$ cat src/rtl/uart_pkg.sv
// Shared definitions for the UART transmit path: FSM encoding, default baud divisor,
// and serial line levels.
package uart_pkg;

    typedef enum logic [2:0] {
        IDLE   = 3'd0,
        START  = 3'd1,
        DATA   = 3'd2,
        PARITY = 3'd3,
        STOP   = 3'd4
    } tx_state_t;

    // 115200 baud from a 50 MHz clock
    localparam int CLKS_PER_BIT_DEFAULT = 434;

    localparam logic MARK  = 1'b1;
    localparam logic SPACE = 1'b0;

endpackage

$ cat src/rtl/baud_tick_gen.sv
// Free-running bit-period timer: tick is high on the last cycle of every bit period.
// A synchronous clear holds the count at zero so a frame can restart the period.
module baud_tick_gen #(
    parameter int CLKS_PER_BIT = 434
) (
    input  logic clk,
    input  logic s_reset,
    input  logic clear,
    output logic tick
);

    localparam int            CW   = $clog2(CLKS_PER_BIT);
    localparam logic [CW-1:0] LAST = CW'(CLKS_PER_BIT - 1);

    logic [CW-1:0] count;

    always_ff @(posedge clk) begin
        if (s_reset || clear) begin
            count <= '0;
        end else if (count == LAST) begin
            count <= '0;
        end else begin
            count <= count + CW'(1);
        end
    end

    assign tick = (count == LAST);

endmodule

$ cat src/rtl/uart_tx_ctrl.sv
// UART transmit sequencer: start bit, LSB-first data, optional even parity, stop bits.
// Define UART_TX_PARITY_EN to insert the parity bit after the data bits.
module uart_tx_ctrl
    import uart_pkg::*;
#(
    parameter int CLKS_PER_BIT = CLKS_PER_BIT_DEFAULT,
    parameter int DATA_BITS    = 8,
    parameter int STOP_BITS    = 1
) (
    input  logic                 clk,
    input  logic                 s_reset,
    input  logic [DATA_BITS-1:0] tx_data,
    input  logic                 tx_valid,
    output logic                 tx_ready,
    output logic                 tx,
    output logic                 busy,
    output logic                 tx_done
);

    localparam logic [2:0] LAST_IDX  = 3'(DATA_BITS - 1);
    localparam logic       LAST_STOP = 1'(STOP_BITS - 1);

    tx_state_t            state, state_next;
    logic [DATA_BITS-1:0] shift, shift_next;
    logic [2:0]           idx, idx_next;
    logic                 stop_cnt, stop_next;
    logic                 tx_next;
    logic                 done_next;
    logic                 tick;
    logic                 clear;

    // Timer only runs inside a frame, so every frame starts on a fresh bit period.
    assign clear = (state == IDLE);

    baud_tick_gen #(
        .CLKS_PER_BIT(CLKS_PER_BIT)
    ) u_tick (
        .clk    (clk),
        .s_reset(s_reset),
        .clear  (clear),
        .tick   (tick)
    );

`ifdef UART_TX_PARITY_EN
    logic parity_bit;

    always_ff @(posedge clk) begin
        if (state == IDLE && tx_valid) begin
            parity_bit <= ^tx_data;
        end
    end
`endif

    always_comb begin
        state_next = state;
        shift_next = shift;
        idx_next   = idx;
        stop_next  = stop_cnt;
        tx_next    = tx;
        done_next  = 1'b0;
        case (state)
            IDLE: begin
                tx_next = MARK;
                if (tx_valid) begin
                    state_next = START;
                    shift_next = tx_data;
                    idx_next   = '0;
                    stop_next  = 1'b0;
                    tx_next    = SPACE;
                end
            end
            START: begin
                if (tick) begin
                    state_next = DATA;
                    tx_next    = shift[0];
                    shift_next = shift >> 1;
                end
            end
            DATA: begin
                if (tick) begin
                    if (idx == LAST_IDX) begin
`ifdef UART_TX_PARITY_EN
                        state_next = PARITY;
                        tx_next    = parity_bit;
`else
                        state_next = STOP;
                        tx_next    = MARK;
`endif
                    end else begin
                        tx_next    = shift[0];
                        shift_next = shift >> 1;
                        idx_next   = idx + 3'd1;
                    end
                end
            end
            PARITY: begin
`ifdef UART_TX_PARITY_EN
                if (tick) begin
                    state_next = STOP;
                    tx_next    = MARK;
                end
`else
                state_next = IDLE;
                tx_next    = MARK;
`endif
            end
            STOP: begin
                if (tick) begin
                    if (stop_cnt == LAST_STOP) begin
                        state_next = IDLE;
                        done_next  = 1'b1;
                    end else begin
                        stop_next = stop_cnt + 1'b1;
                    end
                end
            end
            default: begin
                state_next = IDLE;
                tx_next    = MARK;
            end
        endcase
    end

    always_ff @(posedge clk) begin
        if (s_reset) begin
            state    <= IDLE;
            idx      <= '0;
            stop_cnt <= 1'b0;
            tx       <= MARK;
            tx_done  <= 1'b0;
        end else begin
            state    <= state_next;
            idx      <= idx_next;
            stop_cnt <= stop_next;
            tx       <= tx_next;
            tx_done  <= done_next;
        end
    end

    always_ff @(posedge clk) begin
        shift <= shift_next;
    end

    assign tx_ready = (state == IDLE);
    assign busy     = ~tx_ready;

endmodule

$ cat config.mk
export PLATFORM = sky130hd
export DESIGN_NAME = uart_tx_ctrl
export DESIGN_NICKNAME = d
export VERILOG_FILES = /design/src/rtl/uart_pkg.sv /design/src/rtl/baud_tick_gen.sv /design/src/rtl/uart_tx_ctrl.sv
export SDC_FILE = /design/constraint.sdc
export NUM_CORES = 1
export LEC_CHECK = 0
export CAP_MARGIN = 0
export CORE_UTILIZATION = 25
export CTS_CLUSTER_SIZE = 10
export DETAILED_ROUTE_END_ITERATION = 16
export PLACE_DENSITY = 0.49
export SLEW_MARGIN = 20
export SYNTH_ARGS = -nofsm -noshare
export SYNTH_HDL_FRONTEND = slang
export SYNTH_HIERARCHICAL = 1
export SYNTH_SLANG_ARGS = --single-unit
$ cat constraint.sdc
create_clock -name clk -period 2.02 [get_ports clk]
set_input_delay 0.404 -clock clk [delete_from_list [all_inputs] [get_ports clk]]
set_output_delay 0.404 -clock clk [all_outputs]
set_load 0.02 [all_outputs]
==> results_dict.tcl <==
set metrics [dict create \
    drc 0 \
    synthesis.area_mm2 0.00131 \
    start_util_pct 26.8 \
    end_kind "flip-flop" \
    cpMaxStageDelayCell "or3_1" \
    status "finished, final reports clean" \
    dp_hpwl_mm 1.79 \
    clock_path_buffers 2 \
    cp_data_required_time_ns 2.23 \
    final_cell_mix "dfxtp_1, clkdlybuf4s50_1, buf_4" \
    p_per_area_mw_per_mm2 591 \
    die_h_um 74.4 \
    num_io_pins 15 \
    dp.cells 209 \
    ant_nets 0 \
    drt_pre_antenna_iters 4 \
    startpoint "u_tick/count[6]" \
    worstMarginPinSlew_ns 0.412 \
    syn_area_per_cell_um2 10.7 \
    intPower_uw 742 \
    cts_buffers 3 \
    synth_top_area_cell "dfxtp_1" \
    cp_slowest_stage_delay_ns 0.40 \
    fmax_mhz 540 \
    grt.total_usage_pct 9.85 \
    critical_path.cell_chain "or3_1 -> nor3_2 -> buf_4 -> nand3b_1 -> a211o_1 -> nand2b_4 -> o21ai_2" \
    power_switching_share_pct 22.7 \
    reg2reg_setup_slack_ns 0.17 \
    netlist.area_leader.share_pct 26.0 \
    layout_setup_ws_ns 0.167 \
    hold_viol_final 0 \
    num-nets-final 162 \
    synth-main-ff-cell "dfxtp_1" \
    synthArstFlopShare_pct 0 \
    fin_tns_setup_ns 0 \
    finalSetupViolations 0 \
    synth-edff-count 8 \
    r2r_start "u_tick/count[6]" \
    min_period_over_period_pct 91.7 \
    antenna_found_initial 0 \
    path_max_fanout 8 \
    syn_to_final_growth_pct 24.1 \
    cts_tree "done" \
    leakage_uw 0.000588 \
    cts_max_level 1 \
    wirelength_mm 2.43 \
    crit_path_end "idx[0]" \
    clock_sinks 25 \
    syn_inst 123 \
    r2r-end "idx[0]" \
    min_period_ns 1.85 \
    via_per_inst 4.51 \
    final_cells 213 \
    worst_setup_path_start_kind "flip-flop" \
    antenna_cells 0 \
    drtIter0Drc 45 \
    synth.area.top_cells "dfxtp_1, edfxtp_1, mux2_4" \
    maxCapViolCount 0 \
    p_seq_share_pct 56.6 \
    pwr-share-clk_pct 31.1 \
    post_drt_wl_per_cell_um 11.4 \
    hold-path-cell-count 2 \
    reg2reg_depth 7 \
    cts_setup_buffers 0 \
    worstSkewPairLatency_ns 0.27 \
    numPortBuffers 14 \
    yosysUniqueCellTypes 41 \
    ys_ff_latch 25 \
    synthesis.nets 138 \
    yosys_warnings 6 \
    die_area_mm2 0.00553 \
    worst_ep_arrival_time_ns 2.06 \
    critPathKind "reg2reg" \
    rsz0062_at_grt "false" \
    maxSlewHeadroom_pct 72.5 \
    pre_cts_slack_ns 0.0825 \
    finish.utilization_pct 33.3 \
    p_sw_uw 218 \
    comb_power_share_pct 12.3 \
    place_congestion 0.768 \
    core_mm2 0.00488 \
    yosysSeqAreaShare_pct 44.3 \
    drive_above_1_share_pct 22.6 \
    grt_pass1_wl_mm 4.11 \
    ctsRootBufferMaster "clkbuf_8" \
    min_path_type "reg2reg" \
    max-vdd-ir-drop_mv 0.310 \
    cts.clk_slew.worst_paths_ns 0.09 \
    rows 25 \
    grt_pass1_vias 917 \
    via_count 961 \
    grt_max_degree 16 \
    final_common_cell "dfxtp_1" \
    fin_skew_ns 0.00201 \
    fp.dieW_um 74.4 \
    overflow 0 \
    slew_violations 0 \
]
## timing repair
action                                  CTS  global route
gates cloned                              0             0
pin swaps                                 0             0
resized for setup                         1             2
hold buffers                              0             0
endpoints found under the setup margin    1             2
## synthesized netlist by cell type (2+ instances only)
library cell and count:
nand4_1 2, xor2_1 2, nand3b_1 4, nand3_1 3, edfxtp_1 8, or3_1 6
buf_6 2, o21ai_0 3, mux2_4 7, nor4b_1 2, o21ai_1 3, a21oi_1 7
ha_1 4, nand2_1 8, nor2_1 11, nor3_1 5, buf_4 2, dfxtp_1 17
nand2b_1 5
## metal layers
metal / vias to the layer above / share of wire (%) / GRT usage [%]
met5: - / 0 / 0
met4: 0 / 1.2 / 3.14
met1: 450 / 51 / 12.7
met3: 4 / 3.9 / 3.39
li1: 493 / - / -
met2: 14 / 44 / 15.4
## metrics by stage
| stage | power, uW | cell area [um2] | hold WS (ns) |
|---|---|---|---|
| floorplan | 630 | 1310 | 0.433 |
| global placement | 673 | 1570 | 0.463 |
| detailed placement | 674 | 1570 | 0.477 |
| CTS | 980 | 1620 | 0.496 |
| global route | 1010 | 1630 | 0.516 |
| finish | 960 | 1630 | 0.490 |
## worst min path at each step
stage / startpoint / end / slack, ns
6_report: idx[1] / idx[1] / 0.49
5_1_grt: idx[2] / idx[2] / 0.52
4_1_cts: idx[1] / idx[1] / 0.50
3_5_place_dp: tx / tx / 0.48
3_3_place_gp: idx[0] / idx[0] / 0.46
2_1_floorplan: u_tick/count[0] / u_tick/count[0] / 0.43
## worst max-delay path, delay by kind of cell (launching register included)
family | cells | cell delay (ns)
simple gates | 4 | 0.82
compound gates | 2 | 0.45
flops | 1 | 0.32
buf+inv | 1 | 0.19
## flip-flops by register name (all words and copies together), names as in the netlist
signal and count:
u_tick/count 9, shift 8, idx 3, state 3, tx 1, tx_done 1
## power by group through the flow
| stage | combinational [uW] | clock, uW | sequential, uW |
|---|---|---|---|
| floorplan | 74.6 | 0 | 555 |
| global placement | 119 | 0 | 554 |
| detailed placement | 120 | 0 | 555 |
| CTS | 119 | 318 | 543 |
| global route | 129 | 335 | 545 |
| finish | 118 | 299 | 543 |
## logic make-up (layout without fill, tap and decap cells)
group,count (synthesis),in the layout,share of synthesized area [%]
xor gates and xnor gates,4,4,3.25
AOI/OAI and AO/OA,21,21,11.2
buffers and inverters,8,31,4.11
muxes,7,7,8.02
adders and majority gates,4,4,3.82
DFF,25,25,44.3
and+or+nand+nor,54,54,25.3
## final cells by class
type / instances / area [um2]
fillers: 522 / 3250
multi-input cells: 90 / 683
flip-flops and latches: 25 / 581
repair buffers: 25 / 224
well taps: 67 / 83.8
clock buffers: 3 / 41.3
inverters: 2 / 7.51
clock inverters: 1 / 5.00
Note: power is estimated with default switching activity, not from simulation.
